`config.mk`:
```
export PLATFORM = sky130hd
export DESIGN_NAME = unit_arbiter
export DESIGN_NICKNAME = d
export VERILOG_FILES = /design/src/rtl/unit_arbiter.sv
export SDC_FILE = /design/constraint.sdc
export NUM_CORES = 1
export LEC_CHECK = 0
export ABC_AREA = 1
export BUFFER_PORTS_ARGS = -buffer_cell sky130_fd_sc_hd__buf_4
export CAP_MARGIN = 0
export CORE_AREA = 2 2 156 158
export DETAILED_ROUTE_END_ITERATION = 16
export DIE_AREA = 0 0 158 160
export PLACE_DENSITY = 0.39
export SYNTH_ARGS = -nofsm -noshare
export SYNTH_HDL_FRONTEND = slang
export SYNTH_SLANG_ARGS = --single-unit
```
`constraint.sdc`:
```
create_clock -name clk -period 1.5 [get_ports clk]
set_input_delay 0.3 -clock clk [delete_from_list [all_inputs] [get_ports clk]]
set_output_delay 0.3 -clock clk [all_outputs]
set_load 0.005 [all_outputs]
```
`src/rtl/unit_arbiter.sv`:
```
// -----------------------------------------------------------------------------
// unit_arbiter
//
// Shares one execution-unit port (ALU / MEM) between NUM_THREADS thread
// sequencers. A thread with a unit request (sel != UNIT_SEL_NONE) is granted
// the shared port for exactly one transaction; the arbiter returns unit_out and
// unit_ready only to the granted thread. Threads that drive UNIT_SEL_NONE are
// never arbitrated: they see ready=1 and out=0 combinationally in every state.
//
// Handshake: a thread presents sel/in and holds them stable until it sees
// t_unit_ready=1 in the same cycle; that cycle completes its transaction. The
// shared unit completes a transaction in any cycle where unit_ready=1 while
// unit_sel != NONE.
//
// Ports
//   clk, rst       clock, asynchronous active-high reset
//   t_unit_sel     per-thread unit select, SEL_W bits per thread, thread 0 at LSB
//   t_unit_in      per-thread operands, 3 words per thread (word 0 at LSB)
//   t_unit_out     per-thread result, WORD_W bits per thread
//   t_unit_ready   per-thread advance strobe
//   unit_sel       select to the shared units
//   unit_in        operands to the shared units (3 words)
//   unit_out       result from the shared units
//   unit_ready     shared unit completes this cycle
//   grant_valid    high while a transaction is granted (BUSY)
//   grant_id       index of the granted thread
//   dbg_state      FSM state (0 = IDLE, 1 = BUSY)
//   dbg_rr_ptr     round-robin search start pointer
// -----------------------------------------------------------------------------
module unit_arbiter #(
   parameter int               NUM_THREADS   = 2,
   parameter int               ROUND_ROBIN   = 1,
   parameter int               TID_W         = (NUM_THREADS > 1) ? $clog2(NUM_THREADS) : 1,
   parameter int               WORD_W        = 32,
   parameter int               SEL_W         = 2,
   parameter logic [SEL_W-1:0] UNIT_SEL_NONE = '0
) (
   input  logic                            clk,
   input  logic                            rst,
   input  logic [NUM_THREADS*SEL_W-1:0]    t_unit_sel,
   input  logic [NUM_THREADS*3*WORD_W-1:0] t_unit_in,
   output logic [NUM_THREADS*WORD_W-1:0]   t_unit_out,
   output logic [NUM_THREADS-1:0]          t_unit_ready,
   output logic [SEL_W-1:0]                unit_sel,
   output logic [3*WORD_W-1:0]             unit_in,
   input  logic [WORD_W-1:0]               unit_out,
   input  logic                            unit_ready,
   output logic                            grant_valid,
   output logic [TID_W-1:0]                grant_id,
   output logic                            dbg_state,
   output logic [TID_W-1:0]                dbg_rr_ptr
);

   typedef enum logic {
      IDLE = 1'b0,
      BUSY = 1'b1
   } state_e;

   state_e            state_q, state_d;
   logic [TID_W-1:0]  grant_id_q, grant_id_d;
   logic [TID_W-1:0]  rr_ptr_q, rr_ptr_d;

   logic [NUM_THREADS-1:0] req;
   logic [SEL_W-1:0]       gnt_sel;
   logic [3*WORD_W-1:0]    gnt_in;
   logic                   any_req;
   logic [TID_W-1:0]       winner;
   logic [TID_W-1:0]       grant_next;

   // Request vector and the granted thread's request, selected by the
   // registered grant index.
   always_comb begin
      req     = '0;
      gnt_sel = UNIT_SEL_NONE;
      gnt_in  = '0;
      for (int t = 0; t < NUM_THREADS; t++) begin
         req[t] = (t_unit_sel[t*SEL_W +: SEL_W] != UNIT_SEL_NONE);
         if (grant_id_q == TID_W'(t)) begin
            gnt_sel = t_unit_sel[t*SEL_W +: SEL_W];
            gnt_in  = t_unit_in[t*3*WORD_W +: 3*WORD_W];
         end
      end
   end

   // Winner search. The "hi" pass finds the first requester at or above
   // rr_ptr; the "lo" pass finds the lowest requester overall, which is both
   // the wrap-around result and the fixed-priority result.
   always_comb begin
      logic             found_hi;
      logic             found_lo;
      logic [TID_W-1:0] win_hi;
      logic [TID_W-1:0] win_lo;
      found_hi = 1'b0;
      found_lo = 1'b0;
      win_hi   = '0;
      win_lo   = '0;
      for (int t = 0; t < NUM_THREADS; t++) begin
         if (req[t]) begin
            if ((ROUND_ROBIN != 0) && (TID_W'(t) >= rr_ptr_q) && !found_hi) begin
               found_hi = 1'b1;
               win_hi   = TID_W'(t);
            end
            if (!found_lo) begin
               found_lo = 1'b1;
               win_lo   = TID_W'(t);
            end
         end
      end
      any_req = found_lo;
      winner  = found_hi ? win_hi : win_lo;
   end

   assign grant_next = (grant_id_q == TID_W'(NUM_THREADS - 1)) ? '0 : grant_id_q + TID_W'(1);

   // Next state. A transaction ends on unit completion or when the granted
   // thread withdraws its request; both advance the rotation pointer.
   always_comb begin
      state_d    = state_q;
      grant_id_d = grant_id_q;
      rr_ptr_d   = rr_ptr_q;
      case (state_q)
         IDLE: begin
            if (any_req) begin
               state_d    = BUSY;
               grant_id_d = winner;
            end
         end
         BUSY: begin
            if ((gnt_sel == UNIT_SEL_NONE) || unit_ready) begin
               state_d  = IDLE;
               rr_ptr_d = grant_next;
            end
         end
         default: state_d = IDLE;
      endcase
   end

   always_ff @(posedge clk or posedge rst) begin
      if (rst) begin
         state_q    <= IDLE;
         grant_id_q <= '0;
         rr_ptr_q   <= '0;
      end else begin
         state_q    <= state_d;
         grant_id_q <= grant_id_d;
         rr_ptr_q   <= rr_ptr_d;
      end
   end

   // Output muxing. rst gates everything so the shared unit and the threads
   // see an all-zero interface in the very cycle reset rises.
   always_comb begin
      t_unit_out   = '0;
      t_unit_ready = '0;
      unit_sel     = UNIT_SEL_NONE;
      unit_in      = '0;
      if (!rst) begin
         if (state_q == BUSY) begin
            unit_sel = gnt_sel;
            unit_in  = gnt_in;
         end
         for (int t = 0; t < NUM_THREADS; t++) begin
            if (!req[t]) begin
               t_unit_ready[t] = 1'b1;
            end else if ((state_q == BUSY) && (grant_id_q == TID_W'(t))) begin
               t_unit_out[t*WORD_W +: WORD_W] = unit_out;
               t_unit_ready[t]                = unit_ready;
            end
         end
      end
   end

   assign grant_valid = (state_q == BUSY);
   assign grant_id    = grant_id_q;
   assign dbg_state   = state_q;
   assign dbg_rr_ptr  = rr_ptr_q;

endmodule

```
# After elaboration in Yosys (flattened, before gate mapping)
# Index checks and enable logic that the tools add are counted.
dict set report word_totals {
  register_bits 3
  in_bits 231
  output_inout_bits 168
}
dict set report classes {
  addsub 1
  magnitude_cmp 2
  mux 31
  bitwise_logic 2
  n_reduce_logical 10
}
# cell n
set ops {}
lappend ops {{$mux 96} 3}
lappend ops {{$mux 32} 4}
lappend ops {{$mux 64} 1}
lappend ops {{$mux 1} 18}
lappend ops {{$mux 2} 4}
lappend ops {{$reduce_and 2->1} 2}
lappend ops {{$reduce_bool 2->1} 2}
lappend ops {{$logic_and 1x1->1} 3}
lappend ops {{$ge 1x1->1 const A} 2}
lappend ops {{$logic_not 2->1} 1}
lappend ops {{$not 1->1} 2}
lappend ops {{$pmux 1 s2} 1}
lappend ops {{$add 1x1->1 const B} 1}
lappend ops {{$logic_not 1->1} 1}
lappend ops {{$logic_or 1x1->1} 1}

# Longest topological paths before layout
dict set report logic_depth {
  word_depth 8
  mapped_depth 8
  mapped_depth_nobuf 8
}

# Least setup slack after synthesis
# OpenSTA, ideal clock, no wires.
dict set report synth_timing {
  path_type {register to output}
  start {register state_q, in the netlist dbg_state}
  end {output unit_in[76]}
  arrival_ps 1219
  required_ps 1200
  setup_slack_ps -19
  path_stages_with_launch 7
  path_buffers 2
  cell_sequence {dfrtp_1 inv_2 nor2_4 buf_2 buf_2 nand2_1 a21oi_1}
}
dict set report synth_via {
  elab_chain_cells 2
}
# item line_no
set synth_rtl {}
lappend synth_rtl {{start: declaration} 59} ;# state_e state_q, state_d;
lappend synth_rtl {{start signal: assignment} 144} ;# state_q <= state_d;
lappend synth_rtl {{$mux 96} 158} ;# if (state_q == BUSY) begin
lappend synth_rtl {{$mux 96} 157} ;# if (!rst) begin
lappend synth_rtl {{end: declaration} 45} ;# output logic [3*WORD_W-1:0] unit_in,
# No other way between the ends.

# Worst setup path after layout
dict set report layout_timing {
  start {register grant_id_q, in the netlist grant_id}
  end {output unit_in[39]}
}
dict set report layout_via {
  elab_chain_cells 3
}
# item line_no
set layout_rtl {}
lappend layout_rtl {{start: declaration} 60} ;# logic [TID_W-1:0] grant_id_q, grant_id_d;
lappend layout_rtl {{start signal: assignment} 145} ;# grant_id_q <= grant_id_d;
lappend layout_rtl {{$mux 96} 78} ;# if (grant_id_q == TID_W'(t)) begin
lappend layout_rtl {{$mux 96} 158}
lappend layout_rtl {{$mux 96} 157}
# No other way between the ends.

==> flow_summary.yaml <==
run_status:
  status: "finished with violations"
  violations: "setup timing"
timing:
  worst_slack_ns: -0.3543
  fmax_mhz: 539.3
  max_slew.worst_pin.slew_ns: 0.3572
  period_share_pct: 123.6
  finClkSkew_ns: 0.0002544
  slew_viol_final: 0
  rsz0062_at_grt: "yes"
  period_minus_slack_ns: 1.854
  setup_viol_count_final: 164
  hold_violations: 0
  relSlewSlack_pct: 76.19
  fin_hold_ws_ns: 0.2930
drt:
  vias: 4900
  wl_um: 18990
  firstDrtPassIters: 4
  viasPerCell: 3.964
  wire_per_inst_um: 15.36
  route.detailed.drc: 0
  drtAntennaViolNets: 0
  drt-initial-drc-count: 167
critical_path:
  crit_start: "grant_id$_DFFE_PP0P_"
  arrival_ns: 1.55
  cp-endpoint: "unit_in[39]"
  cp-start-kind: "flop"
  cp_cell_sequence: "nor2_4, buf_6, buf_12, buf_12, nand2_1, a21oi_2, buf_4"
  critical-path-slowest-cell: "dfrtp_1"
  crit_fanout: 12
  cpLargestDelayFamily: "buffers and inverters"
  end_kind: "primary output"
  reg2reg_slack_ns: 0.03
  r2r_start: "grant_id$_DFFE_PP0P_"
  critPathMaxStageDelay_ns: 0.40
  critical_path_depth: 7
  critPathBufInv: 4
  reg2regPathDepth: 12
  cpMostUsedCell: "buf_12"
  cp.required_ns: 1.20
  r2r_end: "dbg_rr_ptr$_DFFE_PP0P_"
  crit_type: "reg -> out"
synthesis:
  syn_nets: 702
  syn_area_sq_mm: 0.002087
  synth_seq_cells: 3
  synth_area_per_cell_sq_um: 4.431
  synthDistinctLibCells: 14
  synth_seq_area_share_pct: 3.597
  yosysWarnings: 0
  synthCells: 471
final_layout:
  final_util_pct: 32.10
  areaGrowthSynthToFinish_pct: 266.4
  antennaDiodeCount: 0
  fill_cells: 2581
  nets: 1144
  drive_gt1_share_pct: 74.34
  multiInputGateArea_sq_mm: 0.002764
  layout_commonest_cell: "buf_4"
  layout_common_cells: "buf_4 (431), nand2_1 (152), a21oi_2 (85)"
  seqCellArea_sq_um: 75.07
grt:
  grtUsageTotal_pct: 12.38
  grt_pass1_vias: 4534
  grt_use_met3_pct: 1.954
  antenna_found_initial: 0
  gr-usage-met2_pct: 24.82
  busiest_layer: "met2"
  grtUsageMet1_pct: 13.23
  grt_first_pass_wirelength_um: 24470
  overflow: 0
  grt_max_degree: 34
floorplan:
  coreArea_sq_mm: 0.02382
  fp.dieArea_sq_mm: 0.02528
  die_w_um: 158
  start_util_pct: 8.761
  rows: 57
  pin_count: 399
  fp.dieH_um: 160
clocking:
  htreeDepth: 1
  clk_pin_slew_ns: 0.03
  cts_root_buf: "clkbuf_16"
  cts_tree: "built"
  cts-buffers-inserted: 3
  clkLatencyLatePin_ns: 0.22
  cts_hold_buffers: 0
  clock_sinks: 3
  clockBufferDepth: 2
power_and_ir_drop:
  power.share.clock_pct: 4.3
  power.leakage_nw: 3.787
  p_int_mw: 5.265
  peakVddDrop_mv: 0.6378
  p_switching_mw: 4.420
  combPwrFrac_pct: 94.0
  power_frac_seq_pct: 1.6
  p_per_area_mw_per_mm2: 1267
  switching_share_pct: 45.64
placement:
  dp_hpwl_um: 13540
  place.gp.congestion: 0.7484
  numPortBuffers: 398
hold_path:
  hp-class: "in -> async"
run:
  drv_cap: 0
## layout make-up
cell class	count	share of cell area, %
clock buffer	4	1.031
timing repair buffer	482	54.38
tap	324	5.302
inverter	42	2.160
sequential	3	0.9818
multi-input combinational	381	36.15
## cell usage after synthesis
cell type  number  share of area [%]
buf_1           7                1.3
inv_1          40                7.2
buf_4           7                2.5
nor2_4          1               0.54
o21ai_0         4               0.96
nand2_1       210                 38
buf_2           8                1.9
inv_2           2               0.36
nand3_1         1               0.24
clkbuf_1       23                4.1
dfrtp_1         3                3.6
nor3_1         66                 16
a21oi_1        98                 24
nor2_1          1               0.18
## how the worst min path moves through the flow
| stage | from | to | slack [ns] | cells past startpoint |
|---|---|---|---|---|
| floorplan | rst | dbg_rr_ptr$_DFFE_PP0P_ | 0.47 | 3 |
| global placement | rst | dbg_rr_ptr$_DFFE_PP0P_ | 0.48 | 3 |
| detailed placement | rst | dbg_rr_ptr$_DFFE_PP0P_ | 0.49 | 3 |
| CTS | rst | grant_id$_DFFE_PP0P_ | 0.30 | 3 |
| global route | rst | grant_id$_DFFE_PP0P_ | 0.33 | 3 |
| finish | rst | grant_id$_DFFE_PP0P_ | 0.29 | 3 |
## tightest hold or removal path, delay by kind of cell
kind                   cells  cell delay (ns)
buffers and inverters      3             0.54
## repair_timing
item                       CTS  global route
gates cloned                 5             4
setup endpoints to repair  164           164
gates resized for setup     97           216
pin swaps                    7            46
buffers inserted             6             6
## routing by layer
layer,wire (um),share of wire [%]
met1,6970,37
met2,10500,55
met3,1300,6.8
met4,220,1.2
met5,0,0
## through the flow
step / TNS (ns) / std cells / power, mW / worst slack, ns / instance area (sq um)
2_1_floorplan: 0 / 471 / 2.484 / 0.02045 / 2090
5_1_grt: -62.98 / 1236 / 10.37 / -0.4472 / 7646
6_report: -49.00 / 1236 / 9.685 / -0.3543 / 7646
3_3_place_gp: -7.900 / 1212 / 6.141 / -0.1415 / 5956
4_1_cts: -49.91 / 1227 / 7.807 / -0.3630 / 6643
3_5_place_dp: -9.245 / 1212 / 6.077 / -0.1394 / 5956
## sequential cells by signal (all words and copies together), names as in the netlist
register / count
dbg_rr_ptr: 1
dbg_state: 1
grant_id: 1
## cell families (layout without fill, tap and decap cells)
kind of cell | after synthesis | count (layout) | synth area share (%)
compound gates | 102 | 102 | 24.46
buf+inv | 87 | 528 | 17.39
flops | 3 | 3 | 3.597
simple gates | 279 | 279 | 54.56
## power groups by stage
stage               Combinational [mW]  Clock [mW]  Sequential, mW
CTS                               7.22       0.429           0.161
detailed placement                5.92           0           0.161
finish                            9.11       0.419           0.159
global placement                  5.98           0           0.161
floorplan                         2.30           0           0.181
global route                      9.77       0.437           0.166
Note: power is estimated with default switching activity, not from simulation.
